File: src/rtl/uart_rx_engine.sv
// uart_rx_engine: UART receive path.
// Deserializes rx into bytes with parity, framing and overrun status.
module uart_rx_engine #(
    parameter int SYNC_STAGES = 2
) (
    input  logic        clk,
    input  logic        reset,
    input  logic        rx,
    input  logic [18:0] k,
    input  logic        eight,
    input  logic        pen,
    input  logic        ohel,
    input  logic        clr_rdy,
    output logic [7:0]  rdata,
    output logic        rxrdy,
    output logic        perr,
    output logic        ferr,
    output logic        ovf
);

    localparam logic [1:0] IDLE  = 2'd0;
    localparam logic [1:0] START = 2'd1;
    localparam logic [1:0] DATA  = 2'd2;
    localparam logic [1:0] STOP  = 2'd3;

    logic [SYNC_STAGES-1:0] r_sync;
    logic [1:0]             r_state;
    logic [18:0]            r_cnt;
    logic [3:0]             r_bitn;
    logic [8:0]             r_sr;
    logic                   r_eight;
    logic                   r_pen;
    logic                   r_ohel;
    logic                   r_armed;
    logic [7:0]             r_rdata;
    logic                   r_rxrdy;
    logic                   r_perr;
    logic                   r_ferr;
    logic                   r_ovf;

    logic        w_rxs;
    logic [18:0] w_half;
    logic [18:0] w_kend;
    logic        w_half_tc;
    logic        w_bit_tc;
    logic [3:0]  w_nsamp;
    logic        w_last;
    logic [7:0]  w_data;
    logic        w_par;
    logic        w_perr;
    logic        w_capture;

    assign w_rxs     = r_sync[SYNC_STAGES-1];
    assign w_half    = {1'b0, k[18:1]};
    assign w_kend    = k - 19'd1;
    assign w_half_tc = (r_cnt == w_half);
    assign w_bit_tc  = (r_cnt == w_kend);
    assign w_nsamp   = (r_eight ? 4'd8 : 4'd7) + {3'b000, r_pen};
    assign w_last    = (r_bitn == (w_nsamp - 4'd1));
    // Samples are stored by index: data bits first, parity right after.
    assign w_data    = r_eight ? r_sr[7:0] : {1'b0, r_sr[6:0]};
    assign w_par     = r_eight ? r_sr[8] : r_sr[7];
    assign w_perr    = r_pen & (w_par != ((^w_data) ^ r_ohel));
    assign w_capture = (r_state == STOP) && w_bit_tc;

    assign rdata = r_rdata;
    assign rxrdy = r_rxrdy;
    assign perr  = r_perr;
    assign ferr  = r_ferr;
    assign ovf   = r_ovf;

    // Metastability synchronizer for the asynchronous rx line, idles high.
    always_ff @(posedge clk or posedge reset) begin
        if (reset) begin
            r_sync <= '1;
        end else begin
            r_sync <= {r_sync[SYNC_STAGES-2:0], rx};
        end
    end

    // Re-arm gate: after a frame, rx must be seen high before a new start.
    always_ff @(posedge clk or posedge reset) begin
        if (reset) begin
            r_armed <= 1'b0;
        end else if (w_capture) begin
            r_armed <= 1'b0;
        end else if ((r_state == IDLE) && w_rxs) begin
            r_armed <= 1'b1;
        end
    end

    // Bit-time counter: half bit in START, full bit in DATA and STOP.
    always_ff @(posedge clk or posedge reset) begin
        if (reset) begin
            r_cnt <= '0;
        end else begin
            case (r_state)
                IDLE:    r_cnt <= '0;
                START:   r_cnt <= w_half_tc ? 19'd0 : r_cnt + 19'd1;
                default: r_cnt <= w_bit_tc ? 19'd0 : r_cnt + 19'd1;
            endcase
        end
    end

    // Frame sequencer; also latches the frame format and collects samples.
    always_ff @(posedge clk or posedge reset) begin
        if (reset) begin
            r_state <= IDLE;
            r_bitn  <= '0;
            r_sr    <= '0;
            r_eight <= 1'b0;
            r_pen   <= 1'b0;
            r_ohel  <= 1'b0;
        end else begin
            case (r_state)
                IDLE: begin
                    if (r_armed && !w_rxs) begin
                        r_state <= START;
                    end
                end
                START: begin
                    if (w_half_tc) begin
                        if (w_rxs) begin
                            r_state <= IDLE;
                        end else begin
                            r_state <= DATA;
                            r_bitn  <= '0;
                            r_eight <= eight;
                            r_pen   <= pen;
                            r_ohel  <= ohel;
                        end
                    end
                end
                DATA: begin
                    if (w_bit_tc) begin
                        r_sr[r_bitn] <= w_rxs;
                        r_bitn       <= r_bitn + 4'd1;
                        if (w_last) begin
                            r_state <= STOP;
                        end
                    end
                end
                default: begin
                    if (w_bit_tc) begin
                        r_state <= IDLE;
                    end
                end
            endcase
        end
    end

    // Result and status registers; a capture takes priority over clr_rdy.
    always_ff @(posedge clk or posedge reset) begin
        if (reset) begin
            r_rdata <= '0;
            r_rxrdy <= 1'b0;
            r_perr  <= 1'b0;
            r_ferr  <= 1'b0;
            r_ovf   <= 1'b0;
        end else if (w_capture) begin
            r_rdata <= w_data;
            r_rxrdy <= 1'b1;
            r_perr  <= w_perr;
            r_ferr  <= ~w_rxs;
            r_ovf   <= r_rxrdy & ~clr_rdy;
        end else if (clr_rdy) begin
            r_rxrdy <= 1'b0;
            r_perr  <= 1'b0;
            r_ferr  <= 1'b0;
            r_ovf   <= 1'b0;
        end
    end

endmodule

File: config.mk
export PLATFORM = sky130hd
export DESIGN_NAME = uart_rx_engine
export DESIGN_NICKNAME = d
export VERILOG_FILES = /design/src/rtl/uart_rx_engine.sv
export SDC_FILE = /design/constraint.sdc
export NUM_CORES = 1
export LEC_CHECK = 0
export CELL_PAD_IN_SITES_DETAIL_PLACEMENT = 1
export CELL_PAD_IN_SITES_GLOBAL_PLACEMENT = 2
export CORE_MARGIN = 5
export CORE_UTILIZATION = 25
export DETAILED_ROUTE_END_ITERATION = 8
export PLACE_DENSITY_LB_ADDON = 0.1
export REMOVE_ABC_BUFFERS = 1
export SETUP_SLACK_MARGIN = 0.5
export SYNTH_ARGS = -nofsm -noshare
export SYNTH_HDL_FRONTEND = slang
export SYNTH_SLANG_ARGS = --single-unit
export TNS_END_PERCENT = 20
File: constraint.sdc
create_clock -name clk -period 3.6 [get_ports clk]
set_input_delay 0.72 -clock clk [delete_from_list [all_inputs] [get_ports clk]]
set_output_delay 0.72 -clock clk [all_outputs]
set_load 0.005 [all_outputs]
==> flow_summary.ini, run 1 <==
[run_status]
status = complete, no violations

[sta]
finalHoldViolations = 0
drv_slew = 0
fin_ws_ns = 0.6333
max_slew_margin_pct = 52.62
period_share_pct = 82.41
rsz0062_at_grt = false
tightest_slew_ns = 0.7107
setup_viol = 0
fmax_mhz = 337.1
post-route-min-period_ns = 2.967
fin_worst_skew_ns = 0.005681

[worst_hold_path]
min_path_type = reg2reg

[route]
wire_per_inst_um = 16.87
ant_nets = 0
first_iter_violations = 98
first_pass_iters = 4
drt_wl_total_mm = 10.59
vias = 2954
viasPerCell = 4.704
drc = 0

[power_and_ir_drop]
p_per_area_nw_per_um2 = 292.2
ir_drop_uv = 217.9
p_leak_nw = 2.274

[synth]
synth_edf_count = 0
synth_top_area_share_pct = 34.57
synth_area_leaders = dfrtp_1 35%, xnor2_1 8.2%, xor2_1 8.0%
ys_seq_elements = 52
synth_common_cells = 50 x dfrtp_1, 34 x xnor2_1, 33 x xor2_1
ys_warn_count = 0
yosysUniqueCellTypes = 59
ys.flop_type = dfrtp_1
synth-seq-area-share_pct = 36.02
syn_avg_cell_area_um2 = 10.08
yosys.area.top_type = dfrtp_1
netlist_instances = 359
synth.cell_area_um2 = 3620
async_flop_share_pct = 100.0
synth_most_common_cell = dfrtp_1

[final_layout]
drive_gt1_share_pct = 29.05
diodes = 0
fin_nets = 477
utilization_pct = 34.49
stdcell_count = 628
multi_input_area_um2 = 2350
post-route-cell-area_um2 = 4956
syn_to_final_growth_pct = 36.92
num-fill-cells = 1653
seqCellArea_um2 = 1304

[clocking]
cts_tree = yes
clk_pin_slew_worst_paths_ns = 0.07
h-tree-depth = 2
cts-root-buf = clkbuf_16
clock_latency_ns = 0.29
cts.sinks = 52
holdBufCountCts = 0
clockBufferDepth = 2
cts_buffers = 5

[setup_path]
cp-end-kind = flip-flop
crit_required_ns = 3.78
path_class = in2reg
crit_fanout = 7
worstSetupStartpointType = primary input
crit_arrival_ns = 3.15

[job]
maxCapViolations = 0

[floorplan]
ios = 38
dieHeight_um = 130.3
start_util_pct = 25.19
die_area_um2 = 16990
rows = 44
core_area_um2 = 14370
die_x_um = 130.3

[grt]
grt_pass1_wl_mm = 17.16
grt_usage_pct = 13.07
grt_pass1_vias = 3084
overflow = 0
grt_start_max_net_pins = 53
antenna_found_initial = 0

[placed_design]
pre_cts_slack_ns = -0.1821
dp_hpwl_mm = 7.916
placed_cells = 603
postPlaceCellArea_um2 = 4489
portBuffers = 37
gp_congestion = 0.7982
## cells in the final DEF (no fill, tap or decap), types with 10 or more instances in the layout
| cell type | count |
|---|---|
| mux2_1 | 18 |
| nand3_1 | 12 |
| clkdlybuf4s50_1 | 19 |
| buf_4 | 53 |
| dfrtp_1 | 50 |
| xnor2_1 | 33 |
| nor3_1 | 12 |
| xor2_1 | 33 |
| nor2_1 | 10 |
| nor3_2 | 12 |
| nand2_1 | 13 |
| nand4_1 | 19 |
## cells by family (layout without fill, tap and decap cells)
family / Yosys count / after routing / synth area share, %
DFF: 52 / 52 / 36.02
AOI/OAI and AO/OA: 34 / 34 / 6.706
adders and majority gates: 8 / 8 / 2.765
muxes: 25 / 25 / 7.674
buffers and inverters: 32 / 116 / 4.286
xor gates and xnor gates: 67 / 67 / 16.21
and+or+nand+nor: 141 / 142 / 26.34
## where the power goes
group	switching (W)	leakage [nW]	internal (W)	total (W)
Combinational	0.000140	1.51	0.000146	0.000286
Clock	0.000224	0.0671	0.000260	0.000483
Sequential	0.0000673	0.695	0.000611	0.000679
Total	0.000431	2.27	0.00102	0.00145
## final timing paths
path	start	to	slack [ns]	cells after the start
worst min-delay path	r_sync[0]	r_sync[1]	0.36	0
min in group asynchronous	reset	r_cnt[12]	0.94	3
worst max register to register	r_cnt[6]	r_bitn[2]	1.01	8
worst min register to register	r_sync[0]	r_sync[1]	0.36	0
max in group asynchronous	reset	r_bitn[3]	2.18	3
worst max-delay path	k[1]	r_sr[3]	0.63	12
## routing by layer
| metal | wire, µm | vias up | track usage [%] |
|---|---|---|---|
| li1 | - | 1463 | - |
| met1 | 5583 | 1462 | 19.52 |
| met2 | 4697 | 24 | 20.16 |
| met3 | 246 | 5 | 2.047 |
| met4 | 64 | 0 | 2.359 |
| met5 | 0 | - | 0 |
## critical path: stages
cell	delay, ns
clkbuf_4	0.14
inv_1	0.05
ha_2	0.16
nor3b_4	0.14
buf_6	0.14
buf_4	0.14
or3b_2	0.44
a211oi_1	0.23
or4_4	0.20
and4b_2	0.32
nand4_1	0.13
mux2_1	0.33
## stage by stage
| step | hold WS (ns) | setup TNS (ns) | power, W |
|---|---|---|---|
| 2_1_floorplan | 0.3452 | 0 | 0.0008146 |
| 5_1_grt | 0.3653 | 0 | 0.001527 |
| 6_report | 0.3609 | 0 | 0.001448 |
| 3_5_place_dp | 0.3525 | -5.369 | 0.0009495 |
| 3_3_place_gp | 0.3503 | -4.345 | 0.0009466 |
| 4_1_cts | 0.3625 | 0 | 0.001462 |
## registers in the layout, summed over array words and instances (netlist names)
register  count
r_cnt        19
r_sr          9
rdata         8
r_bitn        4
r_state       2
r_sync        2
ferr          1
ovf           1
perr          1
r_armed       1
r_eight       1
r_ohel        1
r_pen         1
rxrdy         1
## cell type report
class,count,share of cell area (%)
clock buffers,6,2.600
clock inverters,2,0.3282
inverters,8,0.6059
multi-input cells,276,47.41
flip-flops and latches,52,26.31
well taps,184,4.645
repair buffers,100,18.10
## what timing repair did
action	4_1_cts	5_1_grt
pin swaps	12	15
gates resized for setup	42	29
endpoints found under the setup margin	50	45
gates cloned	2	0
setup buffers	11	4
Note: power is estimated with default switching activity, not from simulation.
==> inputs of run 2 (changes only) <==
- clock period: 3.6 -> 2.6 ns (I/O delays scaled with it)
==> run 2 against run 1 <==
Compared with the run above: register-to-register slack worse by 1.1 ns; the run now ends with setup timing left; first-iteration DRC count up 9.2%; total power up 55%.
==> flow_summary.ini, run 2 (synthesis gave the netlist of run 1 again) <==
[run_status]
status = finished, violations left
violations = setup timing

[power_and_ir_drop]
p_per_area_nw_per_um2 = 396.9
ir_drop_uv = 272.6
p_leak_nw = 2.552

[worst_hold_path]
hp-start = r_sync[0]
min_path_type = reg2reg

[setup_path]
cp-end-kind = flip-flop
crit_required_ns = 2.78
worstSetupStartpointType = primary input
path_class = in2reg
critPathSlowestCell = or4_4
crit_arrival_ns = 2.99
crit_fanout = 8
crit_chain = clkdlybuf4s15_2 > nor3_4 > nand4_1 > buf_6 > or4_4 > nand4_1 > nor4_4 > buf_4 > buf_12 > buf_12 > nand4_1 > mux2_4
cpPeakStageDelay_ns = 0.51
crit_path_frequent_cell = nand4_1
critPathLaunch = k[8]
worst_r2r_startpoint = r_cnt[10]

[floorplan]
die_x_um = 130.3
dieHeight_um = 130.3
start_util_pct = 25.19
core_area_um2 = 14370
rows = 44
die_area_um2 = 16990
ios = 38

[grt]
overflow = 0
antenna_found_initial = 0
grt_pass1_wl_mm = 19.64
grt_start_max_net_pins = 53
grt_pass1_vias = 3521
grt_usage_pct = 14.94

[sta]
setup_viol = 46
fmax_mhz = 355.8
fin_worst_skew_ns = 0.01058
max_slew_margin_pct = 67.86
fin_ws_ns = -0.2103
drv_slew = 0
tightest_slew_ns = 0.4786
rsz0062_at_grt = true
finalHoldViolations = 0
post-route-min-period_ns = 2.810
period_share_pct = 108.1

[clocking]
h-tree-depth = 2
cts-root-buf = clkbuf_16
cts.sinks = 52
clock_latency_ns = 0.30
cts_tree = yes
clk_pin_slew_worst_paths_ns = 0.07
holdBufCountCts = 0
cts_buffers = 5
clockBufferDepth = 2

[final_layout]
drive_gt1_share_pct = 44.31
num-fill-cells = 1572
layout_commonest_cell = buf_4
top_register = r_cnt
post-route-cell-area_um2 = 5647
fin_nets = 516
final_cell_mix = 79 x buf_4, 50 x dfrtp_1, 32 x xnor2_1, 32 x xor2_1, 20 x mux2_4
syn_to_final_growth_pct = 56.00
diodes = 0
stdcell_count = 667
largest_register_ffs = 19

[placed_design]
postPlaceCellArea_um2 = 4727
placed_cells = 633
portBuffers = 37
gp_congestion = 0.7517
dp_hpwl_mm = 8.589

[route]
ant_nets = 0
drc = 0
viasPerCell = 4.766
vias = 3179
first_pass_iters = 4
first_iter_violations = 107
wire_per_inst_um = 17.98
drt_wl_total_mm = 11.99

[job]
maxCapViolations = 0
==> run 2: worst max-delay path: cells and delay by family <==
family | cells | cell delay (ns)
buffers and inverters | 5 | 0.83
muxes | 1 | 0.31
and+or+nand+nor | 6 | 1.33
==> run 2: area by class of cell <==
class	instances	area [µm²]	share of cell area, %
timing repair buffer	138	1324	23.44
clock inverter	3	46.29	0.8199
clock buffer	5	125.1	2.216
tap	184	230.2	4.077
sequential	52	1304	23.09
multi-input combinational	277	2587	45.82
inverter	8	30.03	0.5318
==> run 2: final timing paths <==
kind | endpoint | slack, ns | cells past startpoint
worst min-delay path | r_sync[1] | 0.36 | 0
min in group asynchronous | ovf | 0.60 | 3
max in group asynchronous | r_sync[1] | 1.71 | 3
worst max register to register | r_sr[0] | -0.06 | 11
worst min register to register | r_sync[1] | 0.36 | 0
worst max-delay path | r_sr[0] | -0.21 | 12
==> run 2: report_power, final <==
part,internal [W],switching [W]
clock network,0.000460,0.000313
registers,0.000847,0.0000522
logic,0.000298,0.000270
==> run 2: per-layer routing <==
layer	vias up	track usage, %	wire [µm]
met1	1592	21.36	5830
met3	6	2.210	347
li1	1547	-	-
met4	0	2.601	77
met5	-	0	0
met2	34	24.32	5737
==> run 2: timing repair <==
| action | in CTS | in global routing |
|---|---|---|
| buffers inserted | 19 | 1 |
| pin swaps | 49 | 16 |
| endpoints found under the setup margin | 50 | 50 |
| cloned | 6 | 0 |
| gates resized for setup | 123 | 38 |
==> run 2: stage by stage <==
| stage | power, W | hold WS, ns | setup WS [ns] | TNS, ns | utilization (%) |
|---|---|---|---|---|---|
| 5_1_grt | 0.002350 | 0.3643 | -0.3167 | -10.95 | 39.30 |
| 6_report | 0.002241 | 0.3605 | -0.2103 | -6.206 | 39.30 |
| 3_5_place_dp | 0.001398 | 0.3503 | -1.176 | -54.14 | 32.90 |
| 2_1_floorplan | 0.001128 | 0.3452 | -0.6902 | -20.59 | - |
| 3_3_place_gp | 0.001387 | 0.3460 | -1.133 | -52.64 | 32.90 |
| 4_1_cts | 0.002242 | 0.3613 | -0.2238 | -6.650 | 38.14 |
==> inputs of run 3 (changes only) <==
- CORE_MARGIN: 5 -> 1
==> run 3 against run 2 <==
Compared with the run above: the flow still finishes with violations (setup timing); clock-buffer cell count stayed put; critical endpoint is now r_sr[1]; utilization rose by 1.7 points; total power down 4.9%; clock skew about the same; final area is 1.5% higher.
==> flow_summary.ini, run 3 (synthesis gave the netlist of run 1 again) <==
[power_and_ir_drop]
p_sw_share_pct = 29.64
ir_drop_uv = 256.3
finalPower_w = 0.002132
clock_power_share_pct = 32.2
power.internal_w = 0.001500
power.switching_w = 0.0006317
p_leak_nw = 2.563
pwr-share-seq_pct = 42.1
combPwrFrac_pct = 25.8
p_per_area_nw_per_um2 = 372.0

[grt]
gr-usage-met1_pct = 24.84
grt_usage_pct = 16.86
gr-usage-met3_pct = 2.277
grt_pass1_vias = 3341
use_met2_pct = 26.16
grt_pass1_wl_mm = 19.06
overflow = 0
top_usage_layer = met2
antenna_found_initial = 0
grt_start_max_net_pins = 26

[sta]
finalHoldViolations = 0
drv_slew = 0
max_slew_margin_pct = 64.68
fmax_mhz = 345.8
rsz0062_at_grt = true
setup_viol = 49
fin_ws_ns = -0.2922
post-route-min-period_ns = 2.892
fin_worst_skew_ns = 0.01032
tightest_slew_ns = 0.5291
holdWs_ns = 0.3574
period_share_pct = 111.2

[final_layout]
diodes = 0
num-fill-cells = 1537
layout_commonest_cell = buf_4
syn_to_final_growth_pct = 58.31
final_cell_mix = 76 x buf_4, 50 x dfrtp_1, 32 x xnor2_1, 32 x xor2_1
post-route-cell-area_um2 = 5731
largest_register_ffs = 19
fin_nets = 524
drive_gt1_share_pct = 44.60
top_register = r_cnt
utilization_pct = 40.97

[clocking]
h-tree-depth = 2
clk_pin_slew_worst_paths_ns = 0.08
cts.sinks = 52
cts-root-buf = clkbuf_16
clock_latency_ns = 0.30
clockBufferDepth = 2
cts_tree = yes
cts_buffers = 5
holdBufCountCts = 0

[setup_path]
worstSetupStartpointType = primary input
path_class = in2reg
crit_fanout = 8
cp-end-kind = flip-flop
crit_required_ns = 2.79
crit_arrival_ns = 3.08

[route]
viasPerCell = 4.823
vias = 3236
wire_per_inst_um = 17.69
drt_wl_total_mm = 11.87
first_pass_iters = 4
ant_nets = 0
first_iter_violations = 124
drc = 0

[floorplan]
die_area_um2 = 14960
dieHeight_um = 122.3
core_area_um2 = 13990
ios = 38
start_util_pct = 25.88
die_x_um = 122.3
rows = 43

[placed_design]
portBuffers = 37
dp_hpwl_mm = 8.340
postPlaceCellArea_um2 = 4695
gp_congestion = 0.7886

[job]
maxCapViolations = 0

[run_status]
violations = setup timing
status = finished, violations left

[worst_hold_path]
min_path_type = reg2reg
run 3: cell types whose count changed in the layout (fill, tap and decap cells not counted), moves of 2 or more:
cell             previous run  this run
buf_12                      7        13
buf_4                      79        76
buf_6                      14        16
clkbuf_2                    2         7
clkdlybuf4s15_2             4         1
mux2_4                     20        18
nand2_4                     3         1
nand3_2                     3         1
nor3_2                     13        18
nor3_4                      6         2
nor4_1                      2         4
nor4_2                      4         2
run 3: what timing repair did:
action / 4_1_cts / 5_1_grt
resized for setup: 109 / 40
endpoints found under the hold margin: 0 / 0
setup endpoints to repair: 50 / 50
setup buffers: 17 / 12
pin swaps: 42 / 19
cloned: 7 / 0
run 3: final timing paths:
check / start / to / slack (ns) / depth (start not counted)
worst min register to register: r_sync[0] / r_sync[1] / 0.36 / 0
worst max-delay path: k[1] / r_sr[1] / -0.29 / 14
worst min-delay path: r_sync[0] / r_sync[1] / 0.36 / 0
max in group asynchronous: reset / r_cnt[4] / 1.34 / 3
min in group asynchronous: reset / ovf / 0.58 / 2
worst max register to register: r_cnt[17] / r_sr[1] / -0.01 / 12
run 3: stage by stage:
| step | TNS [ns] | worst slack [ns] | std cells |
|---|---|---|---|
| after floorplan | -20.59 | -0.6902 | 335 |
| final | -9.449 | -0.2922 | 671 |
| after CTS | -9.350 | -0.2989 | 659 |
| after global placement | -50.88 | -1.099 | 627 |
| after detailed placement | -50.27 | -1.106 | 627 |
| after global routing | -13.44 | -0.3575 | 671 |
run 3: metal layers:
layer	routed length, µm	share of wire [%]
met3	281	2.4
met4	90	0.76
met1	6063	51
met5	0	0
met2	5435	46
run 3: area by class of cell:
class | instances | area (µm²) | share of cell area, %
Tap cell | 180 | 225.2 | 3.930
Multi-Input combinational cell | 277 | 2551 | 44.52
Clock inverter | 3 | 22.52 | 0.3930
Inverter | 8 | 30.03 | 0.5240
Timing Repair Buffer | 146 | 1473 | 25.70
Clock buffer | 5 | 125.1 | 2.183
Sequential cell | 52 | 1304 | 22.75
run 3: power by group through the flow:
stage	registers, W	clock network, W	logic [W]
floorplan	0.000921	0	0.000207
global placement	0.000912	0	0.000466
detailed placement	0.000914	0	0.000468
CTS	0.000898	0.000707	0.000525
global route	0.000905	0.000745	0.000594
finish	0.000897	0.000686	0.000549
run 3: critical path: stages:
cell and delay [ns]:
buf_8 0.10, buf_6 0.11, nor4_4 0.26, buf_4 0.17
nand4_1 0.18, or4_4 0.54, nand4_1 0.21, nor4_4 0.07
buf_6 0.14, buf_12 0.12, buf_12 0.11, buf_16 0.13
nand4_1 0.11, mux2_4 0.30
